[config.mk]
export PLATFORM = sky130hd
export DESIGN_NAME = usb_packet_arbiter
export DESIGN_NICKNAME = d
export VERILOG_FILES = /design/src/rtl/usb_packet_arbiter.sv
export SDC_FILE = /design/constraint.sdc
export NUM_CORES = 1
export LEC_CHECK = 0
export BUFFER_PORTS_ARGS = -buffer_cell sky130_fd_sc_hd__buf_2
export CORE_ASPECT_RATIO = 0.75
export CORE_MARGIN = 5
export CORE_UTILIZATION = 40
export DETAILED_ROUTE_END_ITERATION = 8
export GPL_TIMING_DRIVEN = 0
export PLACE_DENSITY = 0.69
export SKIP_LAST_GASP = 1
export SYNTH_ARGS = -nofsm -noshare
export SYNTH_HDL_FRONTEND = slang
export SYNTH_SLANG_ARGS = --single-unit
[constraint.sdc]
create_clock -name mclk -period 5.1 [get_ports mclk]
set_input_delay 0.255 -clock mclk [delete_from_list [all_inputs] [get_ports mclk]]
set_output_delay 0.255 -clock mclk [all_outputs]
set_load 0.005 [all_outputs]
[src/rtl/usb_packet_arbiter.sv]
// Arbitrates usb_comm's single packet input between a strobe-only trace source (FIFO-buffered)
// and a valid/ready auxiliary source, with a starvation guard, output pacing and drop accounting.
module usb_packet_arbiter #(
    parameter int FIFO_AW    = 3,
    parameter int MIN_GAP    = 1,
    parameter int AUX_STARVE = 16
) (
    input  logic               mclk,
    input  logic               reset,
    input  logic [1:0]         trace_type,
    input  logic [22:0]        trace_payload,
    input  logic               trace_strobe,
    input  logic [1:0]         aux_type,
    input  logic [22:0]        aux_payload,
    input  logic               aux_valid,
    output logic               aux_ready,
    output logic [1:0]         out_type,
    output logic [22:0]        out_payload,
    output logic               out_strobe,
    input  logic               ovf_clear,
    output logic               overflow,
    output logic [15:0]        drop_count,
    output logic [FIFO_AW:0]   fifo_level
);
    localparam int DEPTH = 1 << FIFO_AW;

    typedef struct packed {
        logic [1:0]  ptype;
        logic [22:0] payload;
    } pkt_t;

    typedef enum logic [1:0] {GRANT_NONE, GRANT_TRACE, GRANT_AUX} grant_e;

    pkt_t               mem [DEPTH];
    pkt_t               out_pkt;
    logic [FIFO_AW-1:0] wr_ptr;
    logic [FIFO_AW-1:0] rd_ptr;
    logic [FIFO_AW:0]   level;
    logic [7:0]         gap_cnt;
    logic [7:0]         starve_cnt;
    grant_e             grant;
    logic               full;
    logic               empty;
    logic               wr_en;
    logic               rd_en;
    logic               drop;

    assign full       = (level == (FIFO_AW+1)'(DEPTH));
    assign empty      = (level == '0);
    assign wr_en      = trace_strobe && !full;
    assign drop       = trace_strobe && full;
    assign rd_en      = (grant == GRANT_TRACE);
    assign aux_ready  = (grant == GRANT_AUX);
    assign fifo_level = level;
    assign out_type    = out_pkt.ptype;
    assign out_payload = out_pkt.payload;

    // NOTE: every always_comb output gets a default first so no latch is inferred.
    always_comb begin
        grant = GRANT_NONE;
        if (gap_cnt == 8'd0) begin
            if (aux_valid && starve_cnt >= 8'(AUX_STARVE)) grant = GRANT_AUX;
            else if (!empty)                               grant = GRANT_TRACE;
            else if (aux_valid)                            grant = GRANT_AUX;
        end
    end

    // NOTE: packet storage has no reset; validity is tracked by the pointers and level alone.
    always_ff @(posedge mclk) begin
        if (wr_en) mem[wr_ptr] <= '{ptype: trace_type, payload: trace_payload};
    end

    always_ff @(posedge mclk) begin
        if (reset) begin
            wr_ptr     <= '0;
            rd_ptr     <= '0;
            level      <= '0;
            gap_cnt    <= '0;
            starve_cnt <= '0;
            overflow   <= 1'b0;
            drop_count <= '0;
            out_strobe <= 1'b0;
            out_pkt    <= '0;
        end else begin
            if (wr_en) wr_ptr <= wr_ptr + 1'b1;
            if (rd_en) rd_ptr <= rd_ptr + 1'b1;
            level <= level + (FIFO_AW+1)'(wr_en) - (FIFO_AW+1)'(rd_en);

            // A drop in the same cycle as a clear restarts the count at one.
            if (drop) begin
                overflow <= 1'b1;
                if (ovf_clear)                  drop_count <= 16'd1;
                else if (drop_count != 16'hFFFF) drop_count <= drop_count + 16'd1;
            end else if (ovf_clear) begin
                overflow   <= 1'b0;
                drop_count <= '0;
            end

            if (grant != GRANT_NONE) gap_cnt <= 8'(MIN_GAP - 1);
            else if (gap_cnt != 8'd0) gap_cnt <= gap_cnt - 8'd1;

            if (!aux_valid || grant == GRANT_AUX) starve_cnt <= '0;
            else if (starve_cnt != 8'hFF)         starve_cnt <= starve_cnt + 8'd1;

            out_strobe <= (grant != GRANT_NONE);
            if (grant == GRANT_TRACE)    out_pkt <= mem[rd_ptr];
            else if (grant == GRANT_AUX) out_pkt <= '{ptype: aux_type, payload: aux_payload};
        end
    end
endmodule

======== After elaboration in Yosys (flattened, before gate mapping) ========
Memories as Yosys holds them, arrays and structs flattened. A register that Yosys moved wholly into a read port is not among the register bits.
Cells that the tools add are included.
word-level totals
  register bits ........................... 69
  bits in latches ......................... 0
  RAM bits ................................ 200
  ROM bits ................................ 0
  input bits .............................. 55
  output and inout bits ................... 48
  logic and storage cells ................. 56
  memories ................................ 1
operators by class
  add/sub/neg operators ................... 7
  multipliers ............................. 0
  divide/modulo/power cells ............... 0
  order comparisons ....................... 1
  equality and inequality tests ........... 5
  shift operators ......................... 0
  mux-type cells .......................... 16
  bitwise gates (word level) .............. 0
  reductions and logical operators ........ 16
memory list
  name  words  bits a word  read ports  clocked after memory_dff  wr ports  RTL line  RTL
  mem   8      25           1           1                         1         34        pkt_t mem [DEPTH];
operator list
  operator                                                            number
  2-to-1 mux 16 bit                                                   4
  2-to-1 mux 25 bit                                                   2
  adder 16 x 1 -> 16 bit (second input constant)                      1
  inequality test 16 bit (second input constant)                      1
  adder 8 x 1 -> 8 bit (second input constant)                        1
  greater-or-equal comparator 8 x 5 -> 1 bit (second input constant)  1
  zero test 8 bit                                                     1
  2-to-1 mux 2 bit                                                    4
  inequality test 8 bit (second input constant)                       1
  nonzero test 2 bit                                                  4
  nonzero test 8 bit                                                  1
  subtractor 8 x 1 -> 8 bit (second input constant)                   1
  adder 3 x 1 -> 3 bit (second input constant)                        2
  2-to-1 mux 3 bit                                                    2
  adder 4 x 1 -> 4 bit                                                1
  equality test 4 bit (second input constant)                         1
  zero test 4 bit                                                     1
  2-to-1 mux 1 bit                                                    4
  OR reduction 2 bit                                                  2
  subtractor 4 x 1 -> 4 bit                                           1
  logical AND 1 bit                                                   3
  equality test 2 x 1 -> 1 bit (second input constant)                1
  equality test 2 bit (second input constant)                         1
  zero test 1 bit                                                     2
  2 further kinds                                                     2

======== Longest topological paths before layout ========
Gate-level depths: netlist (run 1).
  depth after elaboration ................. 7
  depth in mapped cells ................... 14
  gate-level depth less buffers ........... 13

======== Worst setup path before layout (run 1) ========
OpenSTA, ideal clock, no wires.
  path type ............................... register -> register
  from .................................... register level[2], in the netlist fifo_level[2]
  to ...................................... memory mem[0][0] in the netlist's numbering (enable)
  library setup time ...................... 0.438 ns
  arrival ................................. 2.967 ns
  data required time ...................... 4.662 ns
  path slack .............................. 1.695 ns
  stages on the path, launching flop included .. 7
  path buffers ............................ 0
  period minus slack after synthesis ...... 3.405 ns
  cells stage by stage .................... dfxtp_1 > inv_1 > ha_1 > or3b_2 > nand2_1 > or2_2 > nor3_1
on the way
  cells in the longest elaborated chain, start to end .. 5
RTL lines
  element                                 RTL line  RTL
  from (decl)                             38        logic [FIFO_AW:0] level;
  from (signal assigned)                  87        level <= level + (FIFO_AW+1)'(wr_en) - (FIFO_AW+1)'(rd_en);
  equality test 4 bit                     48        assign full = (level == (FIFO_AW+1)'(DEPTH));
  zero test 1 bit                         50        assign wr_en = trace_strobe && !full;
  logical AND 1 bit                       50
  2-to-1 mux 1 bit                        70        if (wr_en) mem[wr_ptr] <= '{ptype: trace_type, payload: trace_payload};
  2-to-1 mux 1 bit (implied by the code)  70
  to (decl)                               34
No other way between the ends.

======== Worst setup path in the final report (run 1) ========
  from .................................... register gap_cnt[2]
  to ...................................... register out_pkt (netlist bit out_payload[18])
on the way
  cells in the longest elaborated chain, start to end .. 4
  elaborated cells between the ends (all ways) .. 6
  classes of those cells .................. eq/ne (2); mux (2); reduce/logical (2)
RTL lines
  element                                                                     RTL line  RTL
  from (decl)                                                                 39        logic [7:0] gap_cnt;
  from (signal assigned)                                                      99        if (grant != GRANT_NONE) gap_cnt <= 8'(MIN_GAP - 1);
  from (signal assigned)                                                      100       else if (gap_cnt != 8'd0) gap_cnt <= gap_cnt - 8'd1;
  zero test 8 bit (*)                                                         61        if (gap_cnt == 8'd0) begin
  2-to-1 mux 2 bit (*)                                                        61
  equality test 2 x 1 -> 1 bit / equality test 2 bit (equally long branches)  106, 107
  2-to-1 mux 25 bit / nonzero test 2 bit (equally long branches)              --
  to (signal assigned)                                                        106       if (grant == GRANT_TRACE) out_pkt <= mem[rd_ptr];
  to (signal assigned)                                                        107       else if (grant == GRANT_AUX) out_pkt <= '{ptype: aux_type, payload: aux_payload};
  to (decl)                                                                   35        pkt_t out_pkt;
Mark *: on every way between the ends. The rest lies on a longest branch, timed or not.
A chain may end at the register's enable or synchronous reset.

==> impl_metrics.tcl, run 1 <==
set metrics [dict create \
    status "complete, no violations" \
    leakagePower_uw 0.00464 \
    cp_common_cell "clkbuf_1" \
    critPathMaxStageDelay_ns 0.79 \
    rsz0062_at_grt "no" \
    syn_area_um2 10900 \
    worst_slew_pin_slew_ns 1.03 \
    whs_ns 0.0180 \
    clk_path_buf_depth 3 \
    drtIter0Drc 457 \
    dr.pass1.iters 5 \
    wl_per_cell_um 20.4 \
    die_height_um 153 \
    critPathLaunchType "flip-flop" \
    grt-ovfl-total 0 \
    fin_nets 933 \
    slew_viol_final 0 \
    core_area_um2 26900 \
    grt_max_degree 26 \
    place_hpwl_um 17000 \
    worstPathMaxFanout 10 \
    synth.avg_cell_area_um2 15.9 \
    grt_util_all_layers_pct 16.2 \
    cts_made_buffers 27 \
    portBuffers 100 \
    post_cts_buffers 0 \
    drc 0 \
    fin_cells 1234 \
    synth_edf_count 200 \
    ctsHoldBuffers 34 \
    numClockSinks 272 \
    yosysWarningCount 0 \
    worstPathRequired_ns 5.55 \
    mostFrequentLayoutCells "200 x edfxtp_1, 105 x buf_2, 72 x dfxtp_1" \
    post-place-cells 1149 \
    cp_num_buf_inv 4 \
    pwr-share-seq_pct 41.5 \
    slew_headroom_pct 31.3 \
    syn-num-nets 759 \
    max_cap_viol_count 0 \
    drive_above_1_share_pct 27.0 \
    swShare_pct 29.4 \
    finalSetupViolCount 0 \
    grt_first_pass_wirelength_um 39600 \
    crit_type "reg2reg" \
    critical_path.top_delay_family "buffers and inverters" \
    fin_crit_ns 4.26 \
    power-per-cell-area_nw_per_um2 480 \
    grt_pass1_vias 6642 \
    ys_seq_elements 272 \
    clock_latency_ns 0.54 \
    rows 52 \
    cts-root-buf "clkbuf_16" \
    finalCritPeriodShare_pct 83.4 \
    clk_pin_slew_ns 0.06 \
    fmax_mhz 235 \
    mostFrequentLayoutCell "edfxtp_1" \
    slowest_stage "clkbuf_1" \
    hp-class "in2reg" \
    dieWidth_um 201 \
    cts_resized 0 \
    async_reset_ff_share_pct 0 \
    clockPowerShare_pct 31.0 \
    p_int_uw 4530 \
    p_sw_uw 1880 \
    start_util_pct 40.6 \
    synth.top_cell.area_share_pct 54.9 \
    area_delta_synth_final_pct 22.2 \
    fillCellCount 2288 \
    cp-end-kind "flip-flop" \
    seq_area_frac_synth_pct 68.1 \
    pwr-share-comb_pct 27.5 \
    die-area_um2 30800 \
    cp_cell_sequence "or4_4 > or4b_1 > clkbuf_2 > a221o_2 > inv_1 > ha_1 > clkbuf_1 > clkbuf_1 > mux2i_1 > a211oi_1" \
    cts_tree "done" \
    vias 6591 \
    synth.distinct_cells 56 \
    gp_congestion 0.828 \
    routed_wl_um 25100 \
    htree_levels 1 \
    ys.flop_type "edfxtp_1" \
    crit_arrival_ns 4.70 \
    io_pins 103 \
    antenna_found_initial 1 \
    ir_drop_v 0.000317 \
    via_per_inst 5.34 \
    synth.area.top_cells "edfxtp_1 55%, dfxtp_1 13%, mux4_2 10%" \
    skew_ns 0.00996 \
    drtAntennaViolNets 0 \
    synth_cells 687 \
    yosys.area.top_type "edfxtp_1" \
    hold_viol_final 0 \
]
-- final cells by class --
| cell class | count | area (µm²) | area share (%) |
|---|---|---|---|
| sequential | 272 | 7450 | 55.8 |
| multi-input combinational | 365 | 3340 | 25.0 |
| timing repair buffer | 145 | 1030 | 7.73 |
| clock buffer | 38 | 758 | 5.68 |
| tap | 351 | 439 | 3.29 |
| clock inverter | 12 | 140 | 1.05 |
| buffer | 33 | 131 | 0.984 |
| inverter | 17 | 63.8 | 0.478 |
| antenna | 1 | 2.50 | 0.0187 |
-- final timing paths --
path | start | endpoint | slack (ns) | cells after the start
min reg2reg | out_payload[5]$_SDFFE_PP0P_ | out_payload[5]$_SDFFE_PP0P_ | 0.48 | 2
max reg2reg | gap_cnt[2]$_SDFFE_PP0P_ | out_payload[18]$_SDFFE_PP0P_ | 0.84 | 10
min | trace_payload[3] | mem[3][3]$_DFFE_PP_ | 0.02 | 1
max | gap_cnt[2]$_SDFFE_PP0P_ | out_payload[18]$_SDFFE_PP0P_ | 0.84 | 10
-- cells in the mapped netlist, types with 4 or more instances --
cell / number
mux4_2: 50
nand3_1: 8
xor2_1: 6
xnor2_1: 9
nor3b_1: 10
or3_1: 7
clkbuf_1: 24
dfxtp_1: 72
edfxtp_1: 200
buf_2: 5
o21ai_0: 18
nor2_1: 55
a31oi_1: 13
nor3_1: 12
inv_1: 16
a21oi_1: 15
mux2i_1: 31
and2_1: 4
mux2_2: 15
ha_1: 16
nand2_1: 26
a211oi_1: 19
-- state kept, by name (all words and copies together), names as in the netlist, named ones only --
signal and flops:
overflow 1, gap_cnt 8, mem 200, drop_count 16, out_strobe 1, starve_cnt 8
out_payload 23, rd_ptr 3, out_type 2, fifo_level 4, wr_ptr 3
-- power groups by stage --
stage / Sequential (µW) / Combinational [µW] / Clock, µW
2_1_floorplan: 2700 / 1180 / 0
3_3_place_gp: 2710 / 1700 / 0
3_5_place_dp: 2710 / 1770 / 0
4_1_cts: 2660 / 1800 / 2030
5_1_grt: 2680 / 1950 / 2140
6_report: 2660 / 1760 / 1990
-- worst register-to-register path: stages (launching register included) --
cell and delay, ns:
dfxtp_1 0.35, or4_4 0.56, or4b_1 0.50, clkbuf_2 0.18, a221o_2 0.36, inv_1 0.07
ha_1 0.21, clkbuf_1 0.79, clkbuf_1 0.72, mux2i_1 0.17, a211oi_1 0.27
-- logic make-up after synthesis --
group / count (synthesis) / share of synthesized area (%)
multiplexers: 96 / 14.7
buffers and inverters: 50 / 1.79
AND/OR/NAND/NOR: 154 / 7.26
XOR/XNOR: 15 / 1.20
adder cells (fa/ha/maj): 17 / 2.01
AO/OA/AOI/OAI: 83 / 4.92
flip-flops: 272 / 68.1
-- through the flow --
step,area [µm²],util [%],setup WS (ns),TNS [ns],total power (µW)
6_report,13400,49.6,0.845,0,6410
5_1_grt,13400,49.6,0.565,0,6760
4_1_cts,13400,49.6,0.868,0,6480
3_5_place_dp,12100,45.0,0.860,0,4470
3_3_place_gp,11900,44.1,-0.183,-4.51,4410
2_1_floorplan,10900,-,1.69,0,3880
-- metal layers --
metal | GRT usage (%) | share of wire [%] | vias to the layer above
met1 | 25.0 | 48 | 3292
met2 | 24.2 | 43 | 239
met4 | 2.72 | 1.4 | 0
met3 | 3.35 | 7.2 | 25
li1 | - | - | 3035
met5 | 0 | 0 | -
No activity file was read; power rests on OpenSTA's default activity.
==> run 2: changes to the inputs <==
ABC_AREA = 1   (was default)
PLACE_DENSITY = 0.68   (was 0.69)
clock period = 3.95 ns   (was 5.1 ns; I/O delays follow)
==> impl_metrics.tcl, run 2 <==
set metrics [dict create \
    status "complete, no violations" \
    htree_levels 1 \
    use_met2_pct 27.9 \
    cp.depth 11 \
    gp_congestion 0.843 \
    fin_area_um2 13900 \
    gr-usage-met1_pct 24.8 \
    slew_viol_final 0 \
    io_pins 103 \
    drive_above_1_share_pct 15.3 \
    synth_edf_count 200 \
    r2r_slack_ns 1.26 \
    utilization_pct 49.4 \
    antenna_found_initial 1 \
    cts_tree "done" \
    worstPathRequired_ns 4.42 \
    critical_path.top_delay_family "buffers and inverters" \
    drc 0 \
    grt_first_pass_wirelength_um 44300 \
    vias 8489 \
    worst_slew_pin_slew_ns 0.984 \
    syn-num-nets 1157 \
    async_reset_ff_share_pct 0 \
    clk_path_buf_depth 3 \
    finalCritPeriodShare_pct 68.0 \
    critPathMaxStageDelay_ns 0.54 \
    synth.area.top_cells "edfxtp_1 52%, dfxtp_1 13%, a21oi_1 5.2%" \
    r2r_cells 11 \
    diodes 0 \
    critPathLaunchType "flip-flop" \
    wl_per_cell_um 17.2 \
    clock_latency_ns 0.54 \
    rr_endpoint "out_payload[16]$_SDFFE_PP0P_" \
    max_cap_viol_count 0 \
    top_register "mem" \
    dieWidth_um 206 \
    fmax_mhz 372 \
    power-per-cell-area_nw_per_um2 619 \
    hp-class "in2reg" \
    cts_made_buffers 27 \
    mostFrequentLayoutCells "200 x edfxtp_1, 151 x inv_1, 120 x a21oi_1" \
    portBuffers 101 \
    finalSetupViolCount 0 \
    r2r-start "gap_cnt[0]$_SDFFE_PP0P_" \
    grtUsageMet3_pct 3.71 \
    gr-max-usage-layer "met2" \
    drtAntennaViolNets 0 \
    yosys.area.top_type "edfxtp_1" \
    syn_area_um2 11500 \
    drtIter0Drc 754 \
    seq_area_frac_synth_pct 64.8 \
    die_height_um 157 \
    yosysWarningCount 0 \
    tns_ns 0 \
    hold_viol_final 0 \
    synthTopCellsByCount "200 x edfxtp_1, 151 x inv_1, 120 x a21oi_1" \
    finalPower_uw 8610 \
    startpoint "gap_cnt[0]$_SDFFE_PP0P_" \
    fillCellCount 2484 \
    rsz0062_at_grt "no" \
    routed_wl_um 28800 \
    grt_max_degree 26 \
    post_cts_buffers 0 \
    worstPathMaxFanout 10 \
    synth.top_cell.area_share_pct 52.3 \
    slew_headroom_pct 34.3 \
    fin_nets 1340 \
    leakagePower_uw 0.00538 \
    start_util_pct 40.8 \
    synth_cells 1085 \
    fin_crit_ns 2.69 \
    area_delta_synth_final_pct 21.2 \
    place_hpwl_um 19300 \
    cp-end-kind "flip-flop" \
    slowest_stage "buf_1" \
    dr.pass1.iters 5 \
    core_area_um2 28200 \
    synth.avg_cell_area_um2 10.6 \
    skew_ns 0.0190 \
    ys_seq_elements 272 \
    place_area_um2 12600 \
    cp-endpoint "out_payload[16]$_SDFFE_PP0P_" \
    yosys.cell_count.top_type "edfxtp_1" \
    crit_arrival_ns 3.15 \
    ys.flop_type "edfxtp_1" \
    cp_cell_sequence "inv_1 > ha_1 > nand2_1 > nor2_1 > nand3_1 > inv_1 > ha_1 > buf_2 > buf_1 > nand3_1 > a21oi_1" \
    mostFrequentLayoutCell "edfxtp_1" \
    grt-ovfl-total 0 \
    grt_util_all_layers_pct 17.6 \
    clk_pin_slew_ns 0.06 \
    cts-root-buf "clkbuf_16" \
    rows 53 \
    crit_type "reg2reg" \
    numClockSinks 272 \
    grt_pass1_vias 8135 \
    via_per_inst 5.07 \
    largest_reg_flops 200 \
    die-area_um2 32200 \
    cp_num_buf_inv 4 \
    ir_drop_v 0.000432 \
    synth.distinct_cells 36 \
]
-- run 2: cell types whose count changed in the layout (fill, tap and decap cells not counted), sizes merged, moves of 15 or more --
cell / change
dlygate4sd3: +17
o211ai: +48
inv: +140
mux2i: -31
o21ai: +70
a211oi: -19
mux4: -50
nand2: +96
a21oi: +108
mux2: -15
nand3: +88
-- run 2: worst min-delay path by stage --
| stage | from | endpoint | slack [ns] | cells after the start |
|---|---|---|---|---|
| floorplan | trace_payload[0] | mem[0][0]$_DFFE_PP_ | 0.30 | 0 |
| finish | reset | wr_ptr[0]$_SDFFE_PP0P_ | 0.06 | 2 |
| CTS | reset | drop_count[1]$_SDFFE_PP0P_ | 0.03 | 2 |
| detailed placement | overflow$_SDFFE_PP0P_ | overflow$_SDFFE_PP0P_ | 0.46 | 2 |
| global route | reset | overflow$_SDFFE_PP0P_ | 0.08 | 2 |
| global placement | overflow$_SDFFE_PP0P_ | overflow$_SDFFE_PP0P_ | 0.46 | 2 |
-- run 2: cell type report --
cell class / instances / area [µm²] / share of cell area (%)
inverter: 160 / 601 / 4.31
buffer: 54 / 246 / 1.77
clock buffer: 35 / 736 / 5.28
timing repair buffer: 154 / 1050 / 7.51
sequential: 272 / 7450 / 53.5
clock inverter: 14 / 121 / 0.872
multi-input combinational: 599 / 3240 / 23.3
tap: 385 / 482 / 3.46
-- run 2: where the power goes --
group,switching [µW],internal (µW)
logic,1840,845
clock network,1040,1440
registers,101,3350
-- run 2: per-stage QoR --
step           hold slack (ns)  worst slack (ns)  cells
6_report                0.0601              1.26   1673
5_1_grt                 0.0802              1.09   1673
4_1_cts                 0.0294              1.29   1673
3_5_place_dp             0.460              1.30   1573
3_3_place_gp             0.455             0.509   1571
2_1_floorplan            0.296              1.49   1085
-- run 2: cells by family (layout without fill, tap and decap cells) --
logic type / count (synthesis) / after routing / share of synthesized area [%]
AOI/OAI and AO/OA: 273 / 273 / 13.3
xor gates and xnor gates: 11 / 11 / 0.839
adders and majority gates: 17 / 17 / 1.92
buffers and inverters: 214 / 417 / 7.37
DFF: 272 / 272 / 64.8
and+or+nand+nor: 298 / 298 / 11.7
-- run 2: timing repair --
item | in CTS | in global routing
endpoints found under the setup margin | 0 | 0
endpoints found under the hold margin | 222 | 0
hold buffers | 51 | 0
gates resized for setup | 0 | 0
-- run 2: routing by layer --
metal  part of all wire [%]  wire length (µm)
met4                    2.4               687
met1                     44             12700
met3                    8.8              2550
met5                  0.024                 7
met2                     45             12900
==> run 3: changes to the inputs <==
clock period = 2.8 ns   (was 3.95 ns; I/O delays follow)
==> impl_metrics.tcl, run 3 (same netlist as run 2, synthesis figures left out) <==
set metrics [dict create \
    clockPowerShare_pct 28.8 \
    worstPathMaxFanout 4 \
    grt_first_pass_wirelength_um 44300 \
    numClockSinks 272 \
    r2r_slack_ns 0.27 \
    startpoint "gap_cnt[0]$_SDFFE_PP0P_" \
    grt_util_all_layers_pct 17.6 \
    status "complete, no violations" \
    cts-root-buf "clkbuf_16" \
    power-per-cell-area_nw_per_um2 872 \
    mostFrequentLayoutCells "200 x edfxtp_1, 151 x inv_1, 120 x a21oi_1" \
    core_area_um2 28200 \
    r2r_cells 14 \
    pwr-share-seq_pct 40.1 \
    htree_levels 1 \
    finalCritPeriodShare_pct 90.5 \
    drc 0 \
    die-area_um2 32200 \
    post-place-cells 1573 \
    utilization_pct 49.4 \
    grt_pass1_vias 8139 \
    drtIter0Drc 684 \
    fin_crit_ns 2.53 \
    hold_viol_final 0 \
    hp-class "in2reg" \
    leakagePower_uw 0.00539 \
    start_util_pct 40.8 \
    routed_wl_um 28800 \
    place_area_um2 12600 \
    drtAntennaViolNets 0 \
    cp-end-kind "flip-flop" \
    gp_congestion 0.843 \
    rsz0062_at_grt "no" \
    p_sw_uw 4200 \
    diodes 0 \
    fin_cells 1673 \
    grt_max_degree 26 \
    p_int_uw 7940 \
    clk_path_buf_depth 3 \
    cts_made_buffers 27 \
    rr_endpoint "fifo_level[2]$_SDFF_PP0_" \
    fin_area_um2 13900 \
    drive_above_1_share_pct 15.5 \
    place_hpwl_um 19300 \
    finalSetupViolCount 0 \
    dieWidth_um 206 \
    vias 8430 \
    via_per_inst 5.04 \
    crit_arrival_ns 2.92 \
    finalPower_uw 12100 \
    worstPathRequired_ns 3.19 \
    worst_slew_pin_slew_ns 0.957 \
    fmax_mhz 395 \
    critPathLaunchType "flip-flop" \
    top_register "mem" \
    dr.pass1.iters 5 \
    die_height_um 157 \
    whs_ns 0.0303 \
    pwr-share-comb_pct 31.2 \
    wl_per_cell_um 17.2 \
    max_cap_viol_count 0 \
    ir_drop_v 0.000612 \
    grt-ovfl-total 0 \
    r2r-start "gap_cnt[0]$_SDFFE_PP0P_" \
    rows 53 \
    slew_viol_final 0 \
    crit_type "reg2reg" \
    mostFrequentLayoutCell "edfxtp_1" \
    area_delta_synth_final_pct 21.3 \
    portBuffers 101 \
    cp-endpoint "fifo_level[2]$_SDFF_PP0_" \
    slew_headroom_pct 36.1 \
    antenna_found_initial 1 \
    swShare_pct 34.6 \
    io_pins 103 \
    cts_tree "done" \
    clock_latency_ns 0.54 \
    largest_reg_flops 200 \
    clk_pin_slew_ns 0.06 \
    skew_ns 0.0179 \
    fin_nets 1340 \
]
==> run 3: per-layer routing <==
layer / wire, µm / global-route usage [%] / up-vias
met4: 709 / 4.56 / 2
met5: 7 / 0 / -
met3: 2420 / 3.71 / 52
met1: 12900 / 24.8 / 3954
met2: 12800 / 27.9 / 281
li1: - / - / 4141
==> run 3: what timing repair did <==
item                                    in CTS  in global routing
resized for setup                            0                  5
hold buffers                                52                  0
buffers inserted                             0                  0
hold endpoints to repair                   230                  0
endpoints found under the setup margin       0                 11
==> run 3: power by group through the flow <==
stage               sequential, µW  combinational (µW)  clock, µW
floorplan                     4950                2270          0
global placement              4950                3580          0
detailed placement            4950                3690          0
CTS                           4860                3770       3550
global route                  4900                4210       3750
finish                        4870                3780       3500
==> run 3: worst min-delay path by stage <==
stage / startpoint / to / slack (ns) / depth (start not counted)
floorplan: trace_payload[0] / mem[0][0]$_DFFE_PP_ / 0.24 / 0
global placement: trace_payload[21] / mem[5][21]$_DFFE_PP_ / 0.41 / 1
detailed placement: trace_payload[3] / mem[0][3]$_DFFE_PP_ / 0.42 / 1
CTS: trace_strobe / overflow$_SDFFE_PP0P_ / 0.01 / 3
global route: trace_strobe / overflow$_SDFFE_PP0P_ / 0.05 / 3
finish: trace_strobe / overflow$_SDFFE_PP0P_ / 0.03 / 3
==> run 3: critical path: stages, from the launching register on <==
cell,delay (ns)
dfxtp_1,0.34
inv_1,0.09
ha_1,0.14
nand2_1,0.06
nor2_2,0.16
nand3_1,0.15
inv_1,0.10
ha_1,0.24
ha_1,0.26
inv_1,0.06
ha_1,0.16
inv_1,0.05
fa_1,0.37
xor2_1,0.18
nor2_1,0.05
==> run 3: cell type report <==
class,count,area [µm²]
Buffer,53,245
Clock buffer,35,736
Clock inverter,14,121
Fill cell,2485,14300
Inverter,160,601
Multi-Input combinational cell,599,3240
Sequential cell,272,7450
Tap cell,385,482
Timing Repair Buffer,155,1060
==> run 3: through the flow <==
| step | setup slack [ns] | TNS, ns |
|---|---|---|
| finish | 0.267 | 0 |
| global route | 0.0381 | 0 |
| CTS | 0.138 | 0 |
| detailed placement | 0.149 | 0 |
| global placement | -0.641 | -110.52 |
| floorplan | 0.343 | 0 |
